===== config.mk =====
export PLATFORM = sky130hd
export DESIGN_NAME = sweep_sequencer
export DESIGN_NICKNAME = d
export VERILOG_FILES = /design/src/rtl/sweep_pkg.sv /design/src/rtl/step_divider.sv /design/src/rtl/sweep_sequencer.sv
export SDC_FILE = /design/constraint.sdc
export NUM_CORES = 1
export LEC_CHECK = 0
export ABC_AREA = 1
export CAP_MARGIN = 20
export CORE_ASPECT_RATIO = 0.9
export CORE_MARGIN = 2
export CORE_UTILIZATION = 51
export CTS_CLUSTER_DIAMETER = 50
export CTS_CLUSTER_SIZE = 12
export DETAILED_ROUTE_END_ITERATION = 7
export PLACE_DENSITY = 0.73
export SYNTH_ARGS = -nofsm -noshare
export SYNTH_HDL_FRONTEND = slang
export SYNTH_SLANG_ARGS = --single-unit

===== constraint.sdc =====
create_clock -name clk -period 1.79 [get_ports clk]
set_clock_uncertainty 0.15 [all_clocks]
set_input_delay 0.2685 -clock clk [delete_from_list [all_inputs] [get_ports clk]]
set_output_delay 0.2685 -clock clk [all_outputs]
set_load 0.03 [all_outputs]

===== src/rtl/sweep_pkg.sv =====
// Shared types and constants for the sweep sequencer: FSM states, comparator
// encodings and default parameter values.
package sweep_pkg;

    typedef enum logic [2:0] {
        StIdle,
        StHArm,
        StHSweep,
        StHSettle,
        StVArm,
        StVSweep,
        StVSettle,
        StFinish
    } sweep_state_e;

    // Comparator encodings; 2'b11 is treated as balanced as well.
    localparam logic [1:0] CMP_BAL = 2'b00;
    localparam logic [1:0] CMP_NEG = 2'b01;
    localparam logic [1:0] CMP_POS = 2'b10;

    localparam int unsigned STEP_DIV_DEF    = 4;
    localparam int unsigned ARM_TIMEOUT_DEF = 8;
    localparam int unsigned PASSES_DEF      = 1;

    // Map a comparator value to a {neg, pos} step request; at most one bit set.
    function automatic logic [1:0] cmp_dir(input logic [1:0] cmp);
        return {cmp == CMP_NEG, cmp == CMP_POS};
    endfunction

endpackage


===== src/rtl/step_divider.sv =====
// Step divider: tick on the first cycle after restart drops, then every
// STEP_DIV cycles while restart stays low.
module step_divider
    import sweep_pkg::*;
#(
    parameter int unsigned STEP_DIV = STEP_DIV_DEF
) (
    input  logic clk,
    input  logic rst_n,
    input  logic restart,
    output logic tick
);

    localparam logic [7:0] LAST = 8'(STEP_DIV - 1);

    logic [7:0] cnt_q, cnt_d;

    // Next count: held at zero by restart, otherwise cycles 0..STEP_DIV-1.
    always_comb begin
        cnt_d = cnt_q;
        if (restart) begin
            cnt_d = 8'd0;
        end else if (cnt_q >= LAST) begin
            cnt_d = 8'd0;
        end else begin
            cnt_d = cnt_q + 8'd1;
        end
    end

    assign tick = !restart && (cnt_q == 8'd0);

    // Count register.
    always_ff @(posedge clk or negedge rst_n) begin
        if (!rst_n) begin
            cnt_q <= 8'd0;
        end else begin
            cnt_q <= cnt_d;
        end
    end

endmodule


===== src/rtl/sweep_sequencer.sv =====
// Sweep sequencer: runs PASSES rounds of horizontal then vertical servo sweeps,
// arming each counter, stepping the servo from the light comparator on divider
// ticks, and reporting BUSY/DONE/ERR.
// Optional feature: define SWEEP_AUTO_RESTART_EN to restart from FINISH while
// START is still high.
module sweep_sequencer
    import sweep_pkg::*;
#(
    parameter int unsigned STEP_DIV    = STEP_DIV_DEF,
    parameter int unsigned ARM_TIMEOUT = ARM_TIMEOUT_DEF,
    parameter int unsigned PASSES      = PASSES_DEF
) (
    input  logic       clk,
    input  logic       rst_n,
    input  logic       start,
    input  logic       cnt_l,
    input  logic       cnt_v,
    input  logic [1:0] cmp_h,
    input  logic [1:0] cmp_v,
    output logic       hs,
    output logic       vs,
    output logic       step_l,
    output logic       step_r,
    output logic       step_u,
    output logic       step_d,
    output logic       busy,
    output logic       done,
    output logic       err
);

    localparam int unsigned TMR_W = (ARM_TIMEOUT > 1) ? $clog2(ARM_TIMEOUT) : 1;
    localparam logic [TMR_W-1:0] TMR_LAST = TMR_W'(ARM_TIMEOUT - 1);
    localparam logic [TMR_W-1:0] TMR_ONE  = TMR_W'(1);
    localparam logic [3:0]       PASS_INIT = 4'(PASSES);

    sweep_state_e     state_q, state_d;
    logic [TMR_W-1:0] tmr_q, tmr_d;
    logic [3:0]       pass_q, pass_d;
    logic             err_q, err_d;
    logic             start_q;
    // Low until the first clock after reset so a START held across reset
    // release is not taken as an edge.
    logic             armed_q;
    logic             arm_fail;
    logic             start_edge;
    logic             div_restart;
    logic             div_tick;

    assign start_edge  = armed_q && start && !start_q;
    assign div_restart = !((state_q == StHSweep) || (state_q == StVSweep));

    step_divider #(
        .STEP_DIV (STEP_DIV)
    ) u_step_divider (
        .clk     (clk),
        .rst_n   (rst_n),
        .restart (div_restart),
        .tick    (div_tick)
    );

    // Next-state and output decode.
    always_comb begin
        state_d  = state_q;
        tmr_d    = '0;
        pass_d   = pass_q;
        err_d    = err_q;
        hs       = 1'b0;
        vs       = 1'b0;
        step_l   = 1'b0;
        step_r   = 1'b0;
        step_u   = 1'b0;
        step_d   = 1'b0;
        busy     = 1'b1;
        done     = 1'b0;
        arm_fail = 1'b0;
        unique case (state_q)
            StIdle: begin
                busy = 1'b0;
                if (start_edge) begin
                    state_d = StHArm;
                    pass_d  = PASS_INIT;
                    err_d   = 1'b0;
                end
            end
            StHArm: begin
                hs = 1'b1;
                if (cnt_l) begin
                    state_d = StHSweep;
                end else if (tmr_q == TMR_LAST) begin
                    arm_fail = 1'b1;
                    err_d    = 1'b1;
                    state_d  = StIdle;
                end else begin
                    tmr_d = tmr_q + TMR_ONE;
                end
            end
            StHSweep: begin
                hs = 1'b1;
                // Terminal count wins over a tick landing in the same cycle.
                if (!cnt_l) begin
                    state_d = StHSettle;
                end else if (div_tick) begin
                    {step_l, step_r} = cmp_dir(cmp_h);
                end
            end
            StHSettle: begin
                state_d = StVArm;
            end
            StVArm: begin
                vs = 1'b1;
                if (cnt_v) begin
                    state_d = StVSweep;
                end else if (tmr_q == TMR_LAST) begin
                    arm_fail = 1'b1;
                    err_d    = 1'b1;
                    state_d  = StIdle;
                end else begin
                    tmr_d = tmr_q + TMR_ONE;
                end
            end
            StVSweep: begin
                vs = 1'b1;
                if (!cnt_v) begin
                    state_d = StVSettle;
                end else if (div_tick) begin
                    {step_u, step_d} = cmp_dir(cmp_v);
                end
            end
            StVSettle: begin
                pass_d  = pass_q - 4'd1;
                state_d = (pass_q == 4'd1) ? StFinish : StHArm;
            end
            StFinish: begin
                done = 1'b1;
`ifdef SWEEP_AUTO_RESTART_EN
                if (start) begin
                    state_d = StHArm;
                    pass_d  = PASS_INIT;
                end else begin
                    state_d = StIdle;
                end
`else
                state_d = StIdle;
`endif
            end
            default: begin
                state_d = StIdle;
            end
        endcase
    end

    // ERR rises in the failing arm cycle itself, then holds from the register.
    assign err = err_q | arm_fail;

    // State, counters and START edge register.
    always_ff @(posedge clk or negedge rst_n) begin
        if (!rst_n) begin
            state_q <= StIdle;
            tmr_q   <= '0;
            pass_q  <= 4'd0;
            err_q   <= 1'b0;
            start_q <= 1'b0;
            armed_q <= 1'b0;
        end else begin
            state_q <= state_d;
            tmr_q   <= tmr_d;
            pass_q  <= pass_d;
            err_q   <= err_d;
            start_q <= start;
            armed_q <= 1'b1;
        end
    end

endmodule

# Yosys cells after proc, flatten, opt, wreduce, memory -nomap -nowiden
# Index checks and enable logic that the tools add are counted.
[word_totals]
word_cells = 85
inputBits = 9
ff_bits = 21
output_inout_bits = 9
[op_classes]
magnitude_cmp = 1
add_sub_neg = 3
bitwise_logic = 1
n_eq_ne = 18
n_mux = 41
n_reduce_logical = 14
[op_table]
columns = ["cell", "count"]
rows = [
  ["3-bit two-way mux", 10],
  ["3-bit case mux with 8 select lines", 1],
  ["1-bit two-way mux", 23],
  ["8-bit two-way mux", 2],
  ["3-bit equality test (second input constant)", 5],
  ["2-bit inequality test (second input constant)", 5],
  ["8-bit by 1-bit adder with 8-bit output (second input constant)", 1],
  ["8-bit by 2-bit greater-or-equal comparator with 1-bit output (second input constant)", 1],
  ["8-bit logical NOT", 1],
  ["4-bit case mux with 2 select lines", 1],
  ["3-bit by 2-bit equality test with 1-bit output (second input constant)", 2],
  ["3-bit case mux with 2 select lines", 1],
  ["2-bit by 1-bit equality test with 1-bit output (second input constant)", 2],
  ["2-bit equality test (second input constant)", 2],
  ["4-bit by 1-bit equality test with 1-bit output (second input constant)", 1],
  ["4-bit two-way mux", 1],
  ["4-bit AND reduction", 1],
  ["2-bit OR reduction", 2],
  ["4-bit by 1-bit subtractor with 4-bit output (second input constant)", 1],
  ["3-bit by 1-bit adder with 3-bit output (second input constant)", 1],
  ["3-bit by 1-bit equality test with 1-bit output (second input constant)", 1],
  ["1-bit logical AND", 3],
  ["3-bit logical NOT", 1],
  ["1-bit case mux with 3 select lines", 1],
  ["other kinds (8)", 8],
]

# Logic depth before layout (Yosys ltp)
# Gate-level depths: netlist (run 1).
[logic_depth]
ltp_word = 6
mapped_depth = 8
depth_no_buf = 8

# By module
# A second synthesis (run 1) with hierarchy kept.
[hier_totals]
cells_unflattened = 133
hier_area_um2 = 1078.5
[by_module_without_submodules]
columns = ["module", "seq_area_each_um2", "n_inst", "area_each_um2", "cells_per_inst"]
rows = [
  ["sweep_sequencer", 325.3, 1, 789.5, 108],
  ["step_divider", 200.2, 1, 289.0, 25],
]

# Least setup slack after synthesis (run 1)
# Ideal clock, no wire load.
[synth_path]
kind = "flip-flop to output port"
startpoint = "register state_q[1]"
endpoint = "output port err"
path_stages_with_launch = 8
arrival_time_ns = 1.383
slack_ns = -0.012
n_path_buf = 0
required_ns = 1.371
path_cell_list = "dfrtp_1 inv_1 nand2_1 inv_1 nand3_1 o21ai_1 nand3_1 nand2_1"
[synth_between]
elab_chain_len = 3
word_cells_on_any_way = 4
classes_between = "eq/ne (2); mux (1); bitwise (1)"
[synth_rtl]
columns = ["item", "line_no", "rtl"]
rows = [
  ["start, declared", "sweep_sequencer.sv:36", "sweep_state_e state_q, state_d;"],
  ["start signal, assigned", "sweep_sequencer.sv:158", "state_q <= StIdle;"],
  ["start signal, assigned", "sweep_sequencer.sv:165", "state_q <= state_d;"],
  ["3-bit equality test or 3-bit by 1-bit equality test with 1-bit output (tied branches)", "sweep_sequencer.sv:76", "unique case (state_q)"],
  ["1-bit case mux with 2 select lines (*)", "sweep_sequencer.sv:76", ""],
  ["1-bit OR (*)", "sweep_sequencer.sv:153", "assign err = err_q | arm_fail;"],
  ["end, declared", "sweep_sequencer.sv:28", "output logic err"],
]
# Mark *: on every way between the ends. The rest lies on a longest branch, timed or not.

# Final worst setup path (run 1)
# Same ends and word-level chain as after synthesis.

==> results of run 1 <==
## placed cells by master, fill, tap and decap left out, drive strengths merged, types with 2 or more instances in the layout
cell type,n
ha,7
nor3,4
nor2,24
inv,24
nand3,10
nand4,2
clkbuf,5
o21ai,8
conb,7
dfrtp,21
clkdlybuf4s50,8
nand2,25
xnor2,2
buf,21
## timing repair
item / in CTS / in global routing
buffers inserted: 4 / 3
endpoints found under the setup margin: 6 / 8
gates resized for setup: 17 / 10
pin swaps: 1 / 4
## per-layer routing
| layer | share of wire [%] | wire length (microns) | vias to the layer above |
|---|---|---|---|
| li1 | - | - | 489 |
| met4 | 0.57 | 14 | 0 |
| met1 | 43 | 1060 | 463 |
| met2 | 52 | 1270 | 27 |
| met3 | 4.3 | 104 | 2 |
| met5 | 0 | 0 | - |
## flip-flops by register name, summed over array words and instances (netlist names)
register	cells
u_step_divider.cnt_q	8
pass_q	4
state_q	3
tmr_q	3
armed_q	1
err_q	1
start_q	1
## cell usage after synthesis
cell,count
xnor2_1,2
o21ai_1,5
o311ai_0,1
ha_1,7
nor3_2,1
nand2_2,1
o21ai_0,3
o211ai_1,1
nand4_1,2
dfrtp_1,21
inv_1,22
nand2_1,24
nand3b_1,1
inv_2,2
conb_1,2
nor2_1,23
o22ai_1,1
nor3_1,3
nand3_1,10
nor2_4,1
## power by group
| part | leakage [nW] | internal, mW | total (mW) | switching, mW |
|---|---|---|---|---|
| combinational | 0.453 | 0.403 | 0.961 | 0.558 |
| clock | 0.0150 | 0.0866 | 0.220 | 0.133 |
| sequential | 0.264 | 0.560 | 0.649 | 0.0890 |
## layout make-up
cell class	instances	area (sq um)
inverter	24	92.6
timing repair buffer	30	258
multi-input combinational	93	546
clock buffer	4	26.3
tap	25	31.3
fill	148	470
sequential	21	528
## logic make-up (layout without fill, tap and decap cells)
| family | count (synthesis) | after routing | share of synthesized area, % |
|---|---|---|---|
| XOR/XNOR | 2 | 2 | 1.62 |
| other | 2 | 7 | 0.696 |
| AO/OA/AOI/OAI | 11 | 11 | 5.79 |
| adder cells (fa/ha/maj) | 7 | 7 | 8.11 |
| flip-flops | 21 | 21 | 48.7 |
| AND/OR/NAND/NOR | 66 | 66 | 26.8 |
| buffers and inverters | 24 | 58 | 8.34 |
## final timing paths
kind | cells past startpoint | startpoint | endpoint
max in group asynchronous | 2 | rst_n | u_step_divider.cnt_q[1]
hold / removal | 2 | rst_n | state_q[0]
setup reg to reg | 9 | state_q[2] | state_q[1]
setup / recovery | 8 | state_q[1] | err
hold reg to reg | 1 | u_step_divider.cnt_q[0] | u_step_divider.cnt_q[0]
min in group clk | 1 | start | start_q
## through the flow
step | area, sq um | utilization (%)
floorplan | 1100 | -
global placement | 1330 | 67.9
detailed placement | 1330 | 67.9
CTS | 1440 | 73.5
global route | 1480 | 75.9
finish | 1480 | 75.9
## worst register-to-register path, stage by stage, from the launching register on
cell,delay (ps)
dfrtp_2,480
buf_6,150
nand3_2,100
nand2_2,80
buf_4,130
buf_4,120
nor2_1,110
nand2_1,60
nand2_1,60
nand2_1,40
==> impl_metrics.ini, run 1 <==
[clocking]
clk-insertion-delay-late_ps = 300
cts_root_buffer = clkbuf_4
clk_pin_slew_worst_paths_ps = 120
hold_buffers = 0
cts_tree = built
cts_max_level = 1
cts.path.max_buffers = 2
numCtsBuffers = 3
cts.sinks = 21

[routing]
drc_errors = 0
postRouteAntennaNets = 0
vias = 981
viasPerCell = 4.98
first_pass_iters = 4
post_drt_wl_per_cell_microns = 12.4
drt_wl_total_mm = 2.44
drtIter0Drc = 20

[pwr]
power_density_nw_per_um2 = 1240
total_power_mw = 1.83
p_leak_nw = 0.732
peakVddDrop_mv = 0.938

[run]
max-cap-violations = 0

[status]
violations = negative setup slack
status = finished with violations

[placement]
io_buffer_count = 17
dp_hpwl_mm = 1.63
dpl.cell_count = 186
pre_cts_slack_ps = -3.91
gp_congestion = 0.902

[synth]
netlist_area_sq_um = 1080
syn_area_per_cell_sq_um = 8.12
synth_area_leaders = dfrtp_1, nand2_1, ha_1, nor2_1, inv_1
ys_seq_area_share_pct = 48.7
synth-seq-cells = 21
yosysWarnings = 0
synth_cell_type_count = 20
synthCells = 133
synth_top_area_share_pct = 48.7
yosys.area.top_type = dfrtp_1

[critical_path]
cp.required_ps = 1370
endpoint_kind = primary output
rrSetupSlack_ps = 210
timing_worst_setup_path_type = reg2out
worstPathMaxFanout = 4
cpLargestDelayFamily = flip-flops
crit_buf_inv = 3
max_stage_delay_ps = 490
crit_arrival_ps = 1520
crit_slowest_cell = dfrtp_2
start_kind = register
timing.critical_path.cells = inv_4, nand2_2, inv_2, nand3_2, o21ai_2, nand3_1, nand2_1, buf_6

[global_route]
gr-max-usage-layer = met2
track_usage_pct = 20.1
gr-total-overflow = 0
grtUsageMet2_pct = 34.8
grt_pass1_wl_mm = 3.56
grt_start_max_net_pins = 22
antenna_found_initial = 0
use_met3_pct = 4.38
grt_pass1_vias = 862
met1_usage_pct = 24.9

[sta]
finalSetupViolations = 5
hold_slack_ps = 144
timing.setup.tns_ps = -638
max_freq_mhz = 515
fin_crit_ps = 1940
slew_viol_final = 0
finalHoldViolations = 0
rsz0062_at_grt = true
fin_ws_ps = -151
fin_crit_sh_pct = 108

[cells_and_area]
layout-drive-gt1-share_pct = 27.9
instances_no_fill = 197
syn2layout_area_growth_pct = 37.2
nNetsFinal = 189
antennaDiodeCount = 0

[floorplan]
io-pin-count = 18
floorplan.rows = 15
dieArea_sq_um = 2500
start_util_pct = 55.3
die_y_microns = 47.7
core_sq_um = 1950
die_w_microns = 52.5

[min_path]
hp-class = in2async
Power figures use the tool's default switching activity.
==> run 2, diff against run 1 <==
- CORE_UTILIZATION: 51 -> 55
- DONT_BUFFER_PORTS: not set -> 1
- PLACE_DENSITY: 0.73 -> 0.66
==> impl_metrics.ini, run 2 (synthesis gave the netlist of run 1 again) <==
[status]
status = finished with violations
violations = negative setup slack

[cells_and_area]
top_register = u_step_divider.cnt_q
layout-drive-gt1-share_pct = 35.1
most-common-layout-cells = inv_1, nor2_1, dfrtp_1, buf_4, nand2_1
largest_registers = u_step_divider.cnt_q: 8 flops, pass_q: 4 flops
instances_no_fill = 193
finalInstanceArea_sq_um = 1530
fin_util_pct = 81.3
largest_register_ff_count = 8
antennaDiodeCount = 0
syn2layout_area_growth_pct = 41.4
final_common_cell = inv_1
nNetsFinal = 185

[sta]
max-slew-margin-rel_pct = 37.5
tightest_slew_ps = 934
rsz0062_at_grt = true
finalHoldViolations = 0
fin_ws_ps = -181
fin_crit_ps = 1970
hold_slack_ps = 19.5
timing.setup.tns_ps = -779
slew_viol_final = 0
max_freq_mhz = 507
finalSetupViolations = 6
fin_crit_sh_pct = 110

[global_route]
grt_pass1_vias = 955
antenna_found_initial = 0
track_usage_pct = 25.6
grt_start_max_net_pins = 22
grt_pass1_wl_mm = 4.21
gr-total-overflow = 0

[critical_path]
cp_common_cell = buf_6
cp.required_ps = 1370
worstPathMaxFanout = 4
start_kind = register
max_stage_delay_ps = 470
crit_arrival_ps = 1550
worstSetupStartpoint = state_q[2]
timing_worst_setup_path_type = reg2out
r2r-start = state_q[2]
endpoint_kind = primary output
timing.critical_path.cells = buf_6, nand3_4, nor2_4, nand2_1, nor2_2, buf_6
crit_slowest_cell = dfrtp_2

[clocking]
cts.sinks = 21
cts_root_buffer = clkbuf_4
numCtsBuffers = 3
cts.path.max_buffers = 2
clk_pin_slew_worst_paths_ps = 120
clk-insertion-delay-late_ps = 310
cts_tree = built
cts_max_level = 1

[pwr]
total_power_mw = 1.99
clockPowerShare_pct = 11.6
power_switching_mw = 0.898
p_leak_nw = 0.730
switching_share_pct = 45.2
p_int_mw = 1.09
power_density_nw_per_um2 = 1300
p_seq_share_pct = 33.1
peakVddDrop_mv = 0.827
combinationalPowerShare_pct = 55.3

[floorplan]
start_util_pct = 57.5
core_sq_um = 1880
dieArea_sq_um = 2330
die_y_microns = 46.0
die_w_microns = 50.7
floorplan.rows = 15
io-pin-count = 18

[min_path]
hp-class = in2reg
hp-start = cnt_l

[placement]
gp_congestion = 0.839
dpl.cell_count = 172
io_buffer_count = 0
pre_cts_slack_ps = 47.2
dp_hpwl_mm = 1.56
dpl_cell_area_sq_um = 1210

[routing]
drc_errors = 0
drt_wl_total_mm = 2.87
drtIter0Drc = 7
first_pass_iters = 4
postRouteAntennaNets = 0
viasPerCell = 5.04
post_drt_wl_per_cell_microns = 14.9
vias = 972

[run]
max-cap-violations = 0
## run 2: changes by cell type in the layout (fill, tap and decap cells not counted), moves of 2 or more
cell	change
clkdlybuf4s50_1	-8
nand2_1	-4
dlygate4sd3_1	+2
nand2_2	+2
nand3_2	-2
nand3_4	+3
nand2_4	+2
## run 2: final timing paths
path | to | cells past startpoint | slack, ps
min in group asynchronous | state_q[2] | 1 | 370
setup reg to reg | err_q | 11 | 140
hold / removal | tmr_q[0] | 3 | 20
setup / recovery | step_d | 6 | -180
hold reg to reg | u_step_divider.cnt_q[0] | 1 | 360
max in group asynchronous | state_q[0] | 1 | 470
## run 2: layer usage
layer	GRT usage (%)	vias up	routed length, microns
met4	7.57	0	130
li1	-	479	-
met1	29.9	450	1100
met2	46.8	29	1500
met5	0	-	0
met3	6.91	14	142
## run 2: power by group through the flow
stage | clock [mW] | sequential, mW | combinational [mW]
floorplan | 0 | 0.640 | 0.518
finish | 0.230 | 0.658 | 1.10
detailed placement | 0 | 0.658 | 0.664
global placement | 0 | 0.655 | 0.651
global route | 0.251 | 0.667 | 1.20
CTS | 0.231 | 0.643 | 0.936
## run 2: cell type report
class	count	area [sq um]
inverters	24	95.1
clock inverters	1	5.00
clock buffers	3	22.5
multi-input cells	93	612
fillers	126	350
repair buffers	26	231
well taps	25	31.3
flip-flops and latches	21	529
## run 2: timing repair
item,in CTS,in global routing
endpoints found under the setup margin,6,7
hold endpoints to repair,22,0
pin swaps,7,7
setup buffers,13,5
resized for setup,22,19
hold buffers,2,0
## run 2: critical path, delay by kind of cell, from the launching register on
kind                   cells  cell delay [ps]
flip-flops                 1              470
AND/OR/NAND/NOR            4              470
buffers and inverters      2              290
==> run 3, diff against run 2 <==
--- a/constraint.sdc
+++ b/constraint.sdc
@@ -3,3 +3,3 @@
 set_input_delay 0.2685 -clock clk [delete_from_list [all_inputs] [get_ports clk]]
 set_output_delay 0.2685 -clock clk [all_outputs]
-set_load 0.03 [all_outputs]
+set_load 0.01 [all_outputs]
==> impl_metrics.ini, run 3 (synthesis gave the netlist of run 1 again) <==
[clocking]
cts.path.max_buffers = 2
numCtsBuffers = 3
cts_max_level = 1
cts_tree = built
cts.sinks = 21
clk-insertion-delay-late_ps = 290
cts_root_buffer = clkbuf_4
clk_pin_slew_worst_paths_ps = 110

[floorplan]
start_util_pct = 57.5
die_w_microns = 50.7
dieArea_sq_um = 2330
floorplan.rows = 15
core_sq_um = 1880
die_y_microns = 46.0
io-pin-count = 18

[run]
max-cap-violations = 0

[min_path]
hp-class = in2reg

[sta]
finalHoldViolations = 0
max-slew-margin-rel_pct = 37.6
rsz0062_at_grt = true
fin_crit_sh_pct = 100
fin_ws_ps = -5.46
max_freq_mhz = 557
slew_viol_final = 0
tightest_slew_ps = 933
finalSetupViolations = 1
fin_crit_ps = 1800

[routing]
first_pass_iters = 4
drt_wl_total_mm = 2.37
vias = 892
viasPerCell = 4.93
post_drt_wl_per_cell_microns = 13.1
drtIter0Drc = 12
postRouteAntennaNets = 0
drc_errors = 0

[placement]
dpl.cell_count = 165
gp_congestion = 0.820
dpl_cell_area_sq_um = 1140
dp_hpwl_mm = 1.51
io_buffer_count = 0
pre_cts_slack_ps = 127

[critical_path]
start_kind = register
worstSetupStartpoint = state_q[1]
cp.required_ps = 1370
worstPathMaxFanout = 4
r2r-start = state_q[2]
endpoint_kind = primary output
rrSetupSlack_ps = 240
timing_worst_setup_path_type = reg2out
reg2reg_to = state_q[0]
r2r_cells = 9
crit_path_end = step_u
crit_arrival_ps = 1380

[cells_and_area]
largest_register_ff_count = 8
instances_no_fill = 181
top_register = u_step_divider.cnt_q
antennaDiodeCount = 0
layout-drive-gt1-share_pct = 27.6
finalInstanceArea_sq_um = 1420
most-common-layout-cells = inv_1, nand2_1, dfrtp_1
multi_input_area_sq_um = 624
fillerInstances = 142
seq_area_sq_um = 528
largest_registers = u_step_divider.cnt_q: 8 flops, pass_q: 4 flops
nNetsFinal = 173
syn2layout_area_growth_pct = 31.9

[global_route]
track_usage_pct = 22.8
gr-total-overflow = 0
grt_pass1_wl_mm = 3.80
grt_start_max_net_pins = 22
grt_pass1_vias = 878
antenna_found_initial = 0

[status]
violations = negative setup slack
status = finished with violations

[pwr]
power_density_nw_per_um2 = 1270
combinationalPowerShare_pct = 51.5
peakVddDrop_mv = 0.833
clockPowerShare_pct = 12.4
p_int_mw = 1.03
p_seq_share_pct = 36.2
power_switching_mw = 0.773
switching_share_pct = 42.8
p_leak_nw = 0.667
run 3: cell types whose count changed in the layout (fill, tap and decap cells not counted), moves of 3 or more:
cell and delta:
buf_4 -9, nand2_2 -4, nor2_4 +4, nand2_1 +3
run 3: area by class of cell:
type                    count  share of cell area, %
repair buffers             14                   8.52
flip-flops and latches     21                   37.1
well taps                  25                   2.20
clock buffers               4                   1.85
multi-input cells          93                   43.8
inverters                  24                   6.50
run 3: worst min path at each step:
| stage | startpoint | end | slack (ps) | cells after the start |
|---|---|---|---|---|
| floorplan | rst_n | armed_q | -180 | 0 |
| global placement | rst_n | pass_q[1] | -180 | 0 |
| detailed placement | rst_n | pass_q[1] | -180 | 0 |
| CTS | cnt_l | tmr_q[0] | 40 | 3 |
| global route | cnt_l | tmr_q[2] | 50 | 3 |
| finish | cnt_l | tmr_q[2] | 40 | 3 |
run 3: what timing repair did:
action                                  CTS  global route
pin swaps                                 7             3
hold buffers                              2             0
endpoints found under the setup margin    5             6
gates resized for setup                  36             4
endpoints found under the hold margin    22             0
setup buffers                             9             1
run 3: per-stage QoR:
step                      util, %  hold WS, ps  power, mW  TNS [ps]
after global routing         75.9         50.6       1.92      -361
after detailed placement     61.0         -177       1.24         0
after global placement       61.0         -177       1.22         0
after CTS                    74.5         36.6       1.72     -7.54
after floorplan                 -         -177       1.09         0
final                        75.9         42.6       1.80     -5.46
run 3: routing by layer:
| layer | GRT usage, % | routed length, microns | vias up |
|---|---|---|---|
| met5 | 0 | 0 | - |
| met2 | 40.3 | 1240 | 15 |
| met1 | 27.5 | 1020 | 417 |
| met4 | 8.11 | 15 | 0 |
| met3 | 5.59 | 101 | 2 |
| li1 | - | - | 458 |
run 3: power by group through the flow:
stage          clock network, mW  logic [mW]  registers [mW]
5_1_grt                    0.245        1.02           0.660
3_3_place_gp                   0       0.581           0.639
4_1_cts                    0.225       0.849           0.646
3_5_place_dp                   0       0.596           0.646
6_report                   0.223       0.928           0.652
2_1_floorplan                  0       0.454           0.640
run 3: worst max-delay path, stage by stage, from the launching register on:
cell     delay, ps
dfrtp_2        490
inv_4          120
nand3_4        100
nand2_4         90
nand3_4        130
nor2_4         160
